===== src/rtl/hc595_chain.sv =====
// ----------------------------------------------------------------------------
// hc595_chain
//
// Serial driver for a daisy-chain of CHIPS 74HC595 shift registers. A frame of
// 8*CHIPS bits is accepted through a valid/ready handshake. The frame is shifted
// out on ds/shcp (MSB-first or LSB-first), then latched into every chip with a
// single stcp pulse. Completion is reported with a one-cycle done pulse.
//
// Parameters
//   CHIPS     : number of chained 74HC595 devices (1..16), frame width W=8*CHIPS
//   DIV       : clk cycles per shcp phase (low or high), >= 1
//   MSB_FIRST : 1 shifts din[W-1] first, 0 shifts din[0] first
//
// Ports
//   clk      in   system clock, rising edge
//   rst      in   synchronous active-high reset
//   din      in   frame to shift out, sampled only on accept
//   din_vld  in   frame valid
//   din_rdy  out  high in IDLE; accept = din_vld && din_rdy
//   shcp     out  shift clock to the chain
//   stcp     out  storage-register latch clock to the chain
//   ds       out  serial data to the first chip
//   busy     out  high while shifting or latching (always ~din_rdy)
//   done     out  one-cycle pulse once a frame has been latched
//   oe_n     out  (only with HC595_OE_EN) /OE for the chain. It is held high
//                 after reset until the first frame has been latched, so
//                 power-up register garbage is never displayed.
//
// Build option: define HC595_OE_EN to add the oe_n port.
// ----------------------------------------------------------------------------
module hc595_chain #(
    parameter int CHIPS     = 2,
    parameter int DIV       = 4,
    parameter bit MSB_FIRST = 1'b1
) (
    input  logic               clk,
    input  logic               rst,
    input  logic [8*CHIPS-1:0] din,
    input  logic               din_vld,
    output logic               din_rdy,
    output logic               shcp,
    output logic               stcp,
    output logic               ds,
    output logic               busy,
    output logic               done
`ifdef HC595_OE_EN
    ,
    output logic               oe_n
`endif
);

    localparam int W  = 8 * CHIPS;
    localparam int BW = (W > 1) ? $clog2(W) : 1;
    localparam int PW = (DIV > 1) ? $clog2(DIV) : 1;

    localparam logic [BW-1:0] BIT_LAST = BW'(W - 1);
    localparam logic [PW-1:0] PH_LAST  = PW'(DIV - 1);

    localparam logic [1:0] ST_IDLE  = 2'd0;
    localparam logic [1:0] ST_SHIFT = 2'd1;
    localparam logic [1:0] ST_LATCH = 2'd2;

    logic [1:0]    state_q, state_d;
    logic [W-1:0]  sr_q, sr_d;
    logic [BW-1:0] bit_q, bit_d;
    logic [PW-1:0] phase_q, phase_d;
    logic          shcp_q, shcp_d;
    logic          stcp_q, stcp_d;
    logic          ds_q, ds_d;
    logic          done_q, done_d;
`ifdef HC595_OE_EN
    logic          oe_n_q, oe_n_d;
`endif

    // The shift register moves toward the output end, so the next bit to
    // present always sits at the same end of the shifted word.
    logic [W-1:0] sr_next;
    logic         next_bit;
    logic         phase_last;

    assign sr_next    = MSB_FIRST ? (sr_q << 1) : (sr_q >> 1);
    assign next_bit   = MSB_FIRST ? sr_next[W-1] : sr_next[0];
    assign phase_last = (phase_q == PH_LAST);

    // NOTE: every signal assigned here gets a default first, so no path
    // through the case statement can leave one unassigned and infer a latch.
    always_comb begin
        state_d = state_q;
        sr_d    = sr_q;
        bit_d   = bit_q;
        phase_d = phase_q;
        shcp_d  = shcp_q;
        stcp_d  = stcp_q;
        ds_d    = ds_q;
        done_d  = 1'b0;
`ifdef HC595_OE_EN
        oe_n_d  = oe_n_q;
`endif

        case (state_q)
            ST_IDLE: begin
                // ds keeps the last shifted bit until the next accept.
                if (din_vld) begin
                    sr_d    = din;
                    ds_d    = MSB_FIRST ? din[W-1] : din[0];
                    bit_d   = '0;
                    phase_d = '0;
                    shcp_d  = 1'b0;
                    state_d = ST_SHIFT;
                end
            end

            ST_SHIFT: begin
                if (phase_last) begin
                    phase_d = '0;
                    if (!shcp_q) begin
                        shcp_d = 1'b1;
                    end else begin
                        // ds only moves on the falling shcp edge, so it is
                        // stable for the whole high phase the chip samples.
                        shcp_d = 1'b0;
                        if (bit_q == BIT_LAST) begin
                            stcp_d  = 1'b1;
                            state_d = ST_LATCH;
                        end else begin
                            bit_d = bit_q + BW'(1);
                            sr_d  = sr_next;
                            ds_d  = next_bit;
                        end
                    end
                end else begin
                    phase_d = phase_q + PW'(1);
                end
            end

            ST_LATCH: begin
                if (phase_last) begin
                    phase_d = '0;
                    stcp_d  = 1'b0;
                    done_d  = 1'b1;
                    state_d = ST_IDLE;
`ifdef HC595_OE_EN
                    oe_n_d  = 1'b0;
`endif
                end else begin
                    phase_d = phase_q + PW'(1);
                end
            end

            default: begin
                state_d = ST_IDLE;
            end
        endcase
    end

    // NOTE: state is updated with non-blocking assignments so every register
    // samples its inputs from before the edge, independent of statement order.
    always_ff @(posedge clk) begin
        if (rst) begin
            state_q <= ST_IDLE;
            sr_q    <= '0;
            bit_q   <= '0;
            phase_q <= '0;
            shcp_q  <= 1'b0;
            stcp_q  <= 1'b0;
            ds_q    <= 1'b0;
            done_q  <= 1'b0;
`ifdef HC595_OE_EN
            oe_n_q  <= 1'b1;
`endif
        end else begin
            state_q <= state_d;
            sr_q    <= sr_d;
            bit_q   <= bit_d;
            phase_q <= phase_d;
            shcp_q  <= shcp_d;
            stcp_q  <= stcp_d;
            ds_q    <= ds_d;
            done_q  <= done_d;
`ifdef HC595_OE_EN
            oe_n_q  <= oe_n_d;
`endif
        end
    end

    assign din_rdy = (state_q == ST_IDLE);
    assign busy    = ~din_rdy;
    assign shcp    = shcp_q;
    assign stcp    = stcp_q;
    assign ds      = ds_q;
    assign done    = done_q;
`ifdef HC595_OE_EN
    assign oe_n    = oe_n_q;
`endif

endmodule

===== config.mk =====
export PLATFORM = sky130hd
export DESIGN_NAME = hc595_chain
export DESIGN_NICKNAME = d
export VERILOG_FILES = /design/src/rtl/hc595_chain.sv
export SDC_FILE = /design/constraint.sdc
export NUM_CORES = 1
export LEC_CHECK = 0
export ABC_CLOCK_PERIOD_IN_PS = 1550
export CAP_MARGIN = 20
export CORE_MARGIN = 3
export CORE_UTILIZATION = 40
export CTS_CLUSTER_SIZE = 10
export DETAILED_ROUTE_END_ITERATION = 6
export GPL_TIMING_DRIVEN = 0
export SYNTH_ARGS = -nofsm -noshare
export SYNTH_HDL_FRONTEND = slang
export SYNTH_SLANG_ARGS = --single-unit

===== constraint.sdc =====
create_clock -name clk -period 1.55 [get_ports clk]
set_clock_uncertainty 0.05 [all_clocks]
set_input_delay 0.3875 -clock clk [delete_from_list [all_inputs] [get_ports clk]]
set_output_delay 0.3875 -clock clk [all_outputs]
set_load 0.005 [all_outputs]

==> metrics.md, run 1 <==
| Metric | Value |
|---|---|
| Final core utilization | `0.657` |
| Largest net degree at the start of global routing | `16` |
| Initial antenna violation count | `0` |
| Drt pass-1 iters | `4` |
| Clock Path Buffers | `2` |
| RSZ-0062 raised after global routing | `yes` |
| Total Power | `3260 µW` |
| CP arrival | `1.82 ns` |
| DIE AREA | `4670 µm²` |
| Final Setup Violations | `24` |
| Root buf cell | `clkbuf_8` |
| Critical path peak fanout | `5` |
| Switching share of total power | `0.341` |
| P&R area growth vs syn | `56.1%` |
| Flop pwr share | `0.303` |
| Logic pwr share | `0.574` |
| Synth Area per Inst | `10.0 µm²` |
| Boundary pin count | `25` |
| Synthesized cell area | `1550 µm²` |
| Netlist cell types | `39` |
| ANT nets after route | `0` |
| Number of global-route vias before repair | `1,414` |
| Leak pwr | `0.000941 µW` |
| Synth warn | `0` |
| Pre-CTS setup slack | `-0.534 ns` |
| Diodes inserted | `0` |
| Psw | `1110 µW` |
| Initial Utilization | `0.421` |
| Worst-Skew Late Latency | `0.27 ns` |
| Cells after Synth | `155` |
| Synth Register Bits | `27` |
| Final Max Slew Viols | `0` |
| Htree depth | `1` |
| Critical Path RT | `1.67 ns` |
| Clock transition at path regs | `0.09 ns` |
| CTS tree | `done` |
| Global Route Usage Sum | `0.185` |
| Max Cap Viol | `0` |
| Actual slew at the worst max-slew pin | `0.334 ns` |
| Fin crit period | `1.70 ns` |
| Nets | `233` |
| Vias per inst | `5.67` |
| Peak supply drop | `0.000738 V` |
| R2R depth | `7` |
| Core footprint | `3690 µm²` |
| Global-route wire length before repair | `6530 µm` |
| # fillers | `305` |
| Design Area, Final | `2420 µm²` |
| CP Launch Type | `register` |
| RePlAce Congestion | `0.776` |
| Clk sink count | `27` |
| Area taken by multi-input logic gates | `1040 µm²` |
| Worst Setup Path Type | `reg2reg` |
| Failing checks | `setup timing` |
| Chip Width | `68.3 µm` |
| Buffers added on ports | `24` |
| Register Area | `549 µm²` |
| Sequential area share after synthesis | `0.348` |
| Detailed router's first-iteration violation count | `49` |
| Slew margin rel. | `0.775` |
| Fmax | `587 MHz` |
| Share of cells above drive strength 1 | `0.380` |
| Worst hold path depth | `2` |
| DRC viols | `0` |
| Cts bufs inserted | `3` |
| DR vias | `1,452` |
| Clk network pwr share | `0.123` |
| PD cells | `1340 nW/µm²` |
| Total wire length | `4280 µm` |
| DP HPWL | `2630 µm` |
| CP endpoint kind | `register` |
| Row count | `22` |
| Die height | `68.3 µm` |
| Min-delay worst type | `reg2reg` |
| Internal | `2150 µW` |
| Setup slack after layout | `-0.155 ns` |
| Cts hold-fix bufs | `0` |
| Period utilization | `1.10` |
| Wire per inst | `16.7 µm` |
| Mapped Nets | `179` |
| Grt ovf | `0` |
| Fin. Hold Viols | `0` |
| Placed Area | `1870 µm²` |
| Outcome | `finished with violations` |
==> metal layers <==
layer / track usage / vias to the layer above / wire length, µm
met5: 0 / - / 0
met4: 0.0546 / 0 / 38
met3: 0.0246 / 4 / 162
met2: 0.331 / 33 / 2230
met1: 0.227 / 706 / 1860
li1: - / 709 / -
==> registers in the layout (all words and copies together) (netlist names) <==
name     flops
done         1
bit_q        4
shcp         1
phase_q      2
state_q      2
ds           1
stcp         1
sr_q        15
==> layout make-up <==
class | instances | area share
clock buffers | 3 | 0.0170
inverters | 4 | 0.00826
multi-input cells | 111 | 0.431
clock inverters | 1 | 0.00207
repair buffers | 49 | 0.220
well taps | 48 | 0.0248
flip-flops and latches | 27 | 0.227
plain buffers | 13 | 0.0707
==> power by group through the flow <==
stage | registers [µW] | clock network, µW | logic, µW
5_1_grt | 1010 | 441 | 1990
6_report | 988 | 400 | 1870
3_5_place_dp | 982 | 0 | 1150
3_3_place_gp | 973 | 0 | 1120
2_1_floorplan | 957 | 0 | 874
4_1_cts | 967 | 408 | 1430
==> critical path, cell delays in order (launching register included) <==
cell,delay [ns]
dfxtp_2,0.34
buf_6,0.12
ha_4,0.17
buf_8,0.13
o21ba_4,0.19
a2111oi_4,0.37
buf_4,0.18
o31ai_2,0.05
==> layout by cell type, fill, tap and decap left out, types with 3 or more instances in the layout <==
master,n
dfxtp_1,22
mux2i_1,18
clkdlybuf4s50_1,17
buf_4,14
a31oi_1,12
a211oi_1,12
buf_6,9
buf_12,5
buf_8,4
a211oi_2,4
nor2b_1,4
o21ai_0,4
nand2b_1,4
dfxtp_2,4
nand2_1,3
nor2_1,3
a31oi_2,3
nand3b_1,3
clkbuf_8,3
dlymetal6s2s_1,3
==> kinds of logic (layout without fill, tap and decap cells) <==
group / count (synthesis) / in the layout / share of synthesized area
DFF: 27 / 27 / 0.348
adders and majority gates: 5 / 5 / 0.0403
buffers and inverters: 17 / 70 / 0.0765
and+or+nand+nor: 32 / 32 / 0.139
AOI/OAI and AO/OA: 51 / 51 / 0.243
muxes: 23 / 23 / 0.153
==> cell usage after synthesis <==
cell,n,area (µm²)
mux2i_1,20,200
mux2_4,1,15.0
a2111o_1,1,11.3
and3_1,1,6.26
inv_1,4,15.0
a2111oi_4,1,27.5
o221ai_1,1,8.76
and4_1,1,8.76
o21ba_2,1,10.0
or2b_1,1,7.51
a31oi_1,17,106
clkbuf_1,3,11.3
and3b_1,1,8.76
a21bo_2,1,10.0
dfxtp_1,27,541
nand4_1,2,12.5
mux2_2,2,22.5
nand2b_1,4,25.0
buf_6,6,67.6
and2b_1,1,7.51
nor3_4,1,16.3
ha_1,5,62.6
a311oi_1,1,8.76
nor2b_1,5,31.3
o31ai_1,2,15.0
buf_4,2,15.0
nor3b_1,2,15.0
nand3_1,1,5.00
or3b_1,1,8.76
a211oi_1,16,120
nor2_1,3,11.3
nand2_1,3,11.3
a32oi_1,2,17.5
buf_2,2,10.0
o21ai_0,4,20.0
a21oi_1,3,15.0
a21boi_0,1,7.51
nand3b_1,3,22.5
nand4b_1,2,17.5
==> path summary, 6_finish.rpt <==
path                                 start         end  slack (ns)
worst max-delay path            state_q[0]  state_q[1]       -0.15
worst min-delay path              bit_q[0]    bit_q[0]        0.46
worst max register to register  state_q[0]  state_q[1]       -0.15
worst min register to register    bit_q[0]    bit_q[0]        0.46
==> per-stage QoR <==
| stage | TNS, ns | hold WS, ns | instances |
|---|---|---|---|
| after global routing | -3.25 | 0.497 | 256 |
| after CTS | -1.69 | 0.461 | 243 |
| after detailed placement | -12.98 | 0.442 | 227 |
| after floorplan | 0 | 0.394 | 155 |
| final | -1.74 | 0.459 | 256 |
| after global placement | -12.29 | 0.413 | 227 |
==> timing repair <==
item                                    CTS  global route
resized for setup                        32            45
buffers inserted                         11             9
gates cloned                              1             4
endpoints found under the setup margin   31            32
pin swaps                                10             6
No activity file was read; power rests on OpenSTA's default activity.
==> inputs of run 2 (changes only) <==
--- a/config.mk
+++ b/config.mk
@@ -8,10 +8,11 @@
 export ABC_CLOCK_PERIOD_IN_PS = 1550
 export CAP_MARGIN = 20
 export CORE_MARGIN = 3
-export CORE_UTILIZATION = 40
+export CORE_UTILIZATION = 45
 export CTS_CLUSTER_SIZE = 10
 export DETAILED_ROUTE_END_ITERATION = 6
 export GPL_TIMING_DRIVEN = 0
+export PLACE_DENSITY = 0.72
 export SYNTH_ARGS = -nofsm -noshare
 export SYNTH_HDL_FRONTEND = slang
 export SYNTH_SLANG_ARGS = --single-unit
==> run 2 against run 1 <==
Design area is 2.2% lower. Flip-flop and latch count unchanged. The flow still finishes with violations (setup timing). Sequential share of layout area rose by 0.57 points. Largest cell class unchanged. Highest routed layer unchanged. Global-route usage grew 2.8 points. Maximum frequency grew 1.2%. Via count rose by 0.96%. Total power down 1.1%. Cell count down 3.5%. Non-clock buffer count is 5 lower.
==> metrics.md, run 2 (synthesized netlist as in run 1, its figures left out) <==
| Metric | Value |
|---|---|
| Outcome | `finished with violations (unchanged)` |
| Failing checks | `setup timing (unchanged)` |
| Clk network pwr share | `0.101 (was 0.123)` |
| Total wire length | `4540 µm (was 4280 µm)` |
| Psw | `1190 µW (was 1110 µW)` |
| Final core utilization | `0.746 (was 0.657)` |
| Largest register FFs | `15 (unchanged)` |
| Most heavily used metal layer in global routing | `met2 (unchanged)` |
| Diodes inserted | `0 (unchanged)` |
| # fillers | `220 (was 305)` |
| DP HPWL | `2610 µm (was 2630 µm)` |
| Period utilization | `1.09 (was 1.10)` |
| Initial Utilization | `0.489 (was 0.421)` |
| Number of global-route vias before repair | `1,514 (was 1,414)` |
| Drt pass-1 iters | `4 (unchanged)` |
| Setup slack after layout | `-0.135 ns (was -0.155 ns)` |
| GRT met3 Usage | `0.0364 (was 0.0246)` |
| DR vias | `1,466 (was 1,452)` |
| DRC viols | `0 (unchanged)` |
| Htree depth | `1 (unchanged)` |
| Global Route met2 Usage | `0.378 (was 0.331)` |
| Root buf cell | `clkbuf_4 (was clkbuf_8)` |
| Flop pwr share | `0.311 (was 0.303)` |
| Critical Path RT | `1.74 ns (was 1.67 ns)` |
| Cts hold-fix bufs | `0 (unchanged)` |
| Detailed router's first-iteration violation count | `80 (was 49)` |
| Logic pwr share | `0.588 (was 0.574)` |
| CP arrival | `1.87 ns (was 1.82 ns)` |
| Actual slew at the worst max-slew pin | `0.325 ns (was 0.334 ns)` |
| Initial antenna violation count | `0 (unchanged)` |
| Row count | `20 (was 22)` |
| RSZ-0062 raised after global routing | `yes (unchanged)` |
| Grt ovf | `0 (unchanged)` |
| Fmax | `594 MHz (was 587 MHz)` |
| CP endpoint kind | `register (unchanged)` |
| Worst Setup Path Type | `reg2reg (unchanged)` |
| Cts bufs inserted | `3 (unchanged)` |
| Clock transition at path regs | `0.16 ns (was 0.09 ns)` |
| Boundary pin count | `25 (unchanged)` |
| CTS tree | `done (unchanged)` |
| Area taken by multi-input logic gates | `1100 µm² (was 1040 µm²)` |
| Final Max Slew Viols | `0 (unchanged)` |
| Slew margin rel. | `0.783 (was 0.775)` |
| Hold Slack | `0.492 ns (was 0.459 ns)` |
| RePlAce Congestion | `0.749 (was 0.776)` |
| Switching share of total power | `0.369 (was 0.341)` |
| Fin. Hold Viols | `0 (unchanged)` |
| Global Route Usage Sum | `0.213 (was 0.185)` |
| Global Route met1 Usage | `0.256 (was 0.227)` |
| Clk sink count | `27 (unchanged)` |
| Chip Width | `64.7 µm (was 68.3 µm)` |
| Register Area | `551 µm² (was 549 µm²)` |
| CP Launch Type | `register (unchanged)` |
| DIE AREA | `4190 µm² (was 4670 µm²)` |
| Global-route wire length before repair | `7060 µm (was 6530 µm)` |
| Worst-Skew Late Latency | `0.34 ns (was 0.27 ns)` |
| Internal | `2030 µW (was 2150 µW)` |
| Fin crit period | `1.68 ns (was 1.70 ns)` |
| Min-delay worst type | `reg2reg (unchanged)` |
| Share of cells above drive strength 1 | `0.404 (was 0.380)` |
| Total Power | `3220 µW (was 3260 µW)` |
| Nets | `228 (was 233)` |
| P&R area growth vs syn | `52.6% (was 56.1%)` |
| Final Setup Violations | `25 (was 24)` |
| Wire per inst | `18.4 µm (was 16.7 µm)` |
| Critical path peak fanout | `5 (unchanged)` |
| Die height | `64.7 µm (was 68.3 µm)` |
| Commonest cells after routing, fill and taps aside | `dfxtp_1, clkdlybuf4s50_1, mux2i_1, buf_4 (was dfxtp_1, mux2i_1, clkdlybuf4s50_1, buf_4)` |
| Core footprint | `3180 µm² (was 3690 µm²)` |
| Most flops, register | `sr_q (unchanged)` |
| ANT nets after route | `0 (unchanged)` |
| PD cells | `1360 nW/µm² (was 1340 nW/µm²)` |
| Leak pwr | `0.000863 µW (was 0.000941 µW)` |
| Peak supply drop | `0.000657 V (was 0.000738 V)` |
| Regs by FF count | `sr_q x15, bit_q x4 (unchanged)` |
| Max Cap Viol | `0 (unchanged)` |
| Most common cell after layout, fill and taps aside | `dfxtp_1 (unchanged)` |
| Clock Path Buffers | `2 (unchanged)` |
| Largest net degree at the start of global routing | `17 (was 16)` |
| Buffers added on ports | `24 (unchanged)` |
| Vias per inst | `5.94 (was 5.67)` |
-- run 2: cell types whose count changed in the layout (fill, tap and decap cells not counted), sizes merged --
cell and change:
clkdlybuf4s50 +1, clkinvlp +1, clkbuf -1, dlymetal6s2s -3
clkdlybuf4s15 -1, buf -3, dlygate4sd2 +2, clkinv -1
-- run 2: layer usage --
layer,vias up,part of all wire
li1,696,-
met1,707,0.42
met2,55,0.51
met3,8,0.046
met4,0,0.017
met5,-,0
-- run 2: what timing repair did --
| item | in CTS | in global routing |
|---|---|---|
| buffers inserted | 13 | 3 |
| resized for setup | 43 | 36 |
| setup endpoints to repair | 33 | 29 |
| pin swaps | 20 | 8 |
| gates cloned | 2 | 2 |
-- run 2: final timing paths --
check | from | to | slack, ns | cells past startpoint
hold reg to reg | sr_q[0] | sr_q[0] | 0.49 | 2
setup / recovery | state_q[1] | ds | -0.13 | 8
setup reg to reg | state_q[1] | ds | -0.13 | 8
hold / removal | sr_q[0] | sr_q[0] | 0.49 | 2
-- run 2: power groups by stage --
stage	clock [µW]	combinational (µW)	sequential [µW]
floorplan	0	874	957
global placement	0	1100	972
detailed placement	0	1140	982
CTS	329	1460	962
global route	364	2010	1020
finish	327	1890	1000
-- run 2: cell type report --
type,instances,share of cell area
flip-flops and latches,27,0.232
inverters,4,0.00845
multi-input cells,111,0.466
clock inverters,1,0.00317
clock buffers,3,0.00950
well taps,44,0.0232
repair buffers,44,0.200
plain buffers,13,0.0576
-- run 2: metrics by stage --
step / setup TNS [ns] / instance area, µm² / cells / setup slack, ns
final: -2.14 / 2370 / 247 / -0.135
after global routing: -3.55 / 2370 / 247 / -0.231
after CTS: -1.17 / 2120 / 242 / -0.101
after detailed placement: -12.16 / 1870 / 223 / -0.503
after global placement: -11.05 / 1870 / 223 / -0.465
after floorplan: 0 / 1570 / 155 / 0.00388
-- run 2: critical path, stage by stage, from the launching register on --
cell and delay, ns:
dfxtp_2 0.38, inv_4 0.05, ha_4 0.16, buf_6 0.13, mux2i_4 0.19, nor3_4 0.28
buf_4 0.17, buf_6 0.11, a211oi_1 0.07
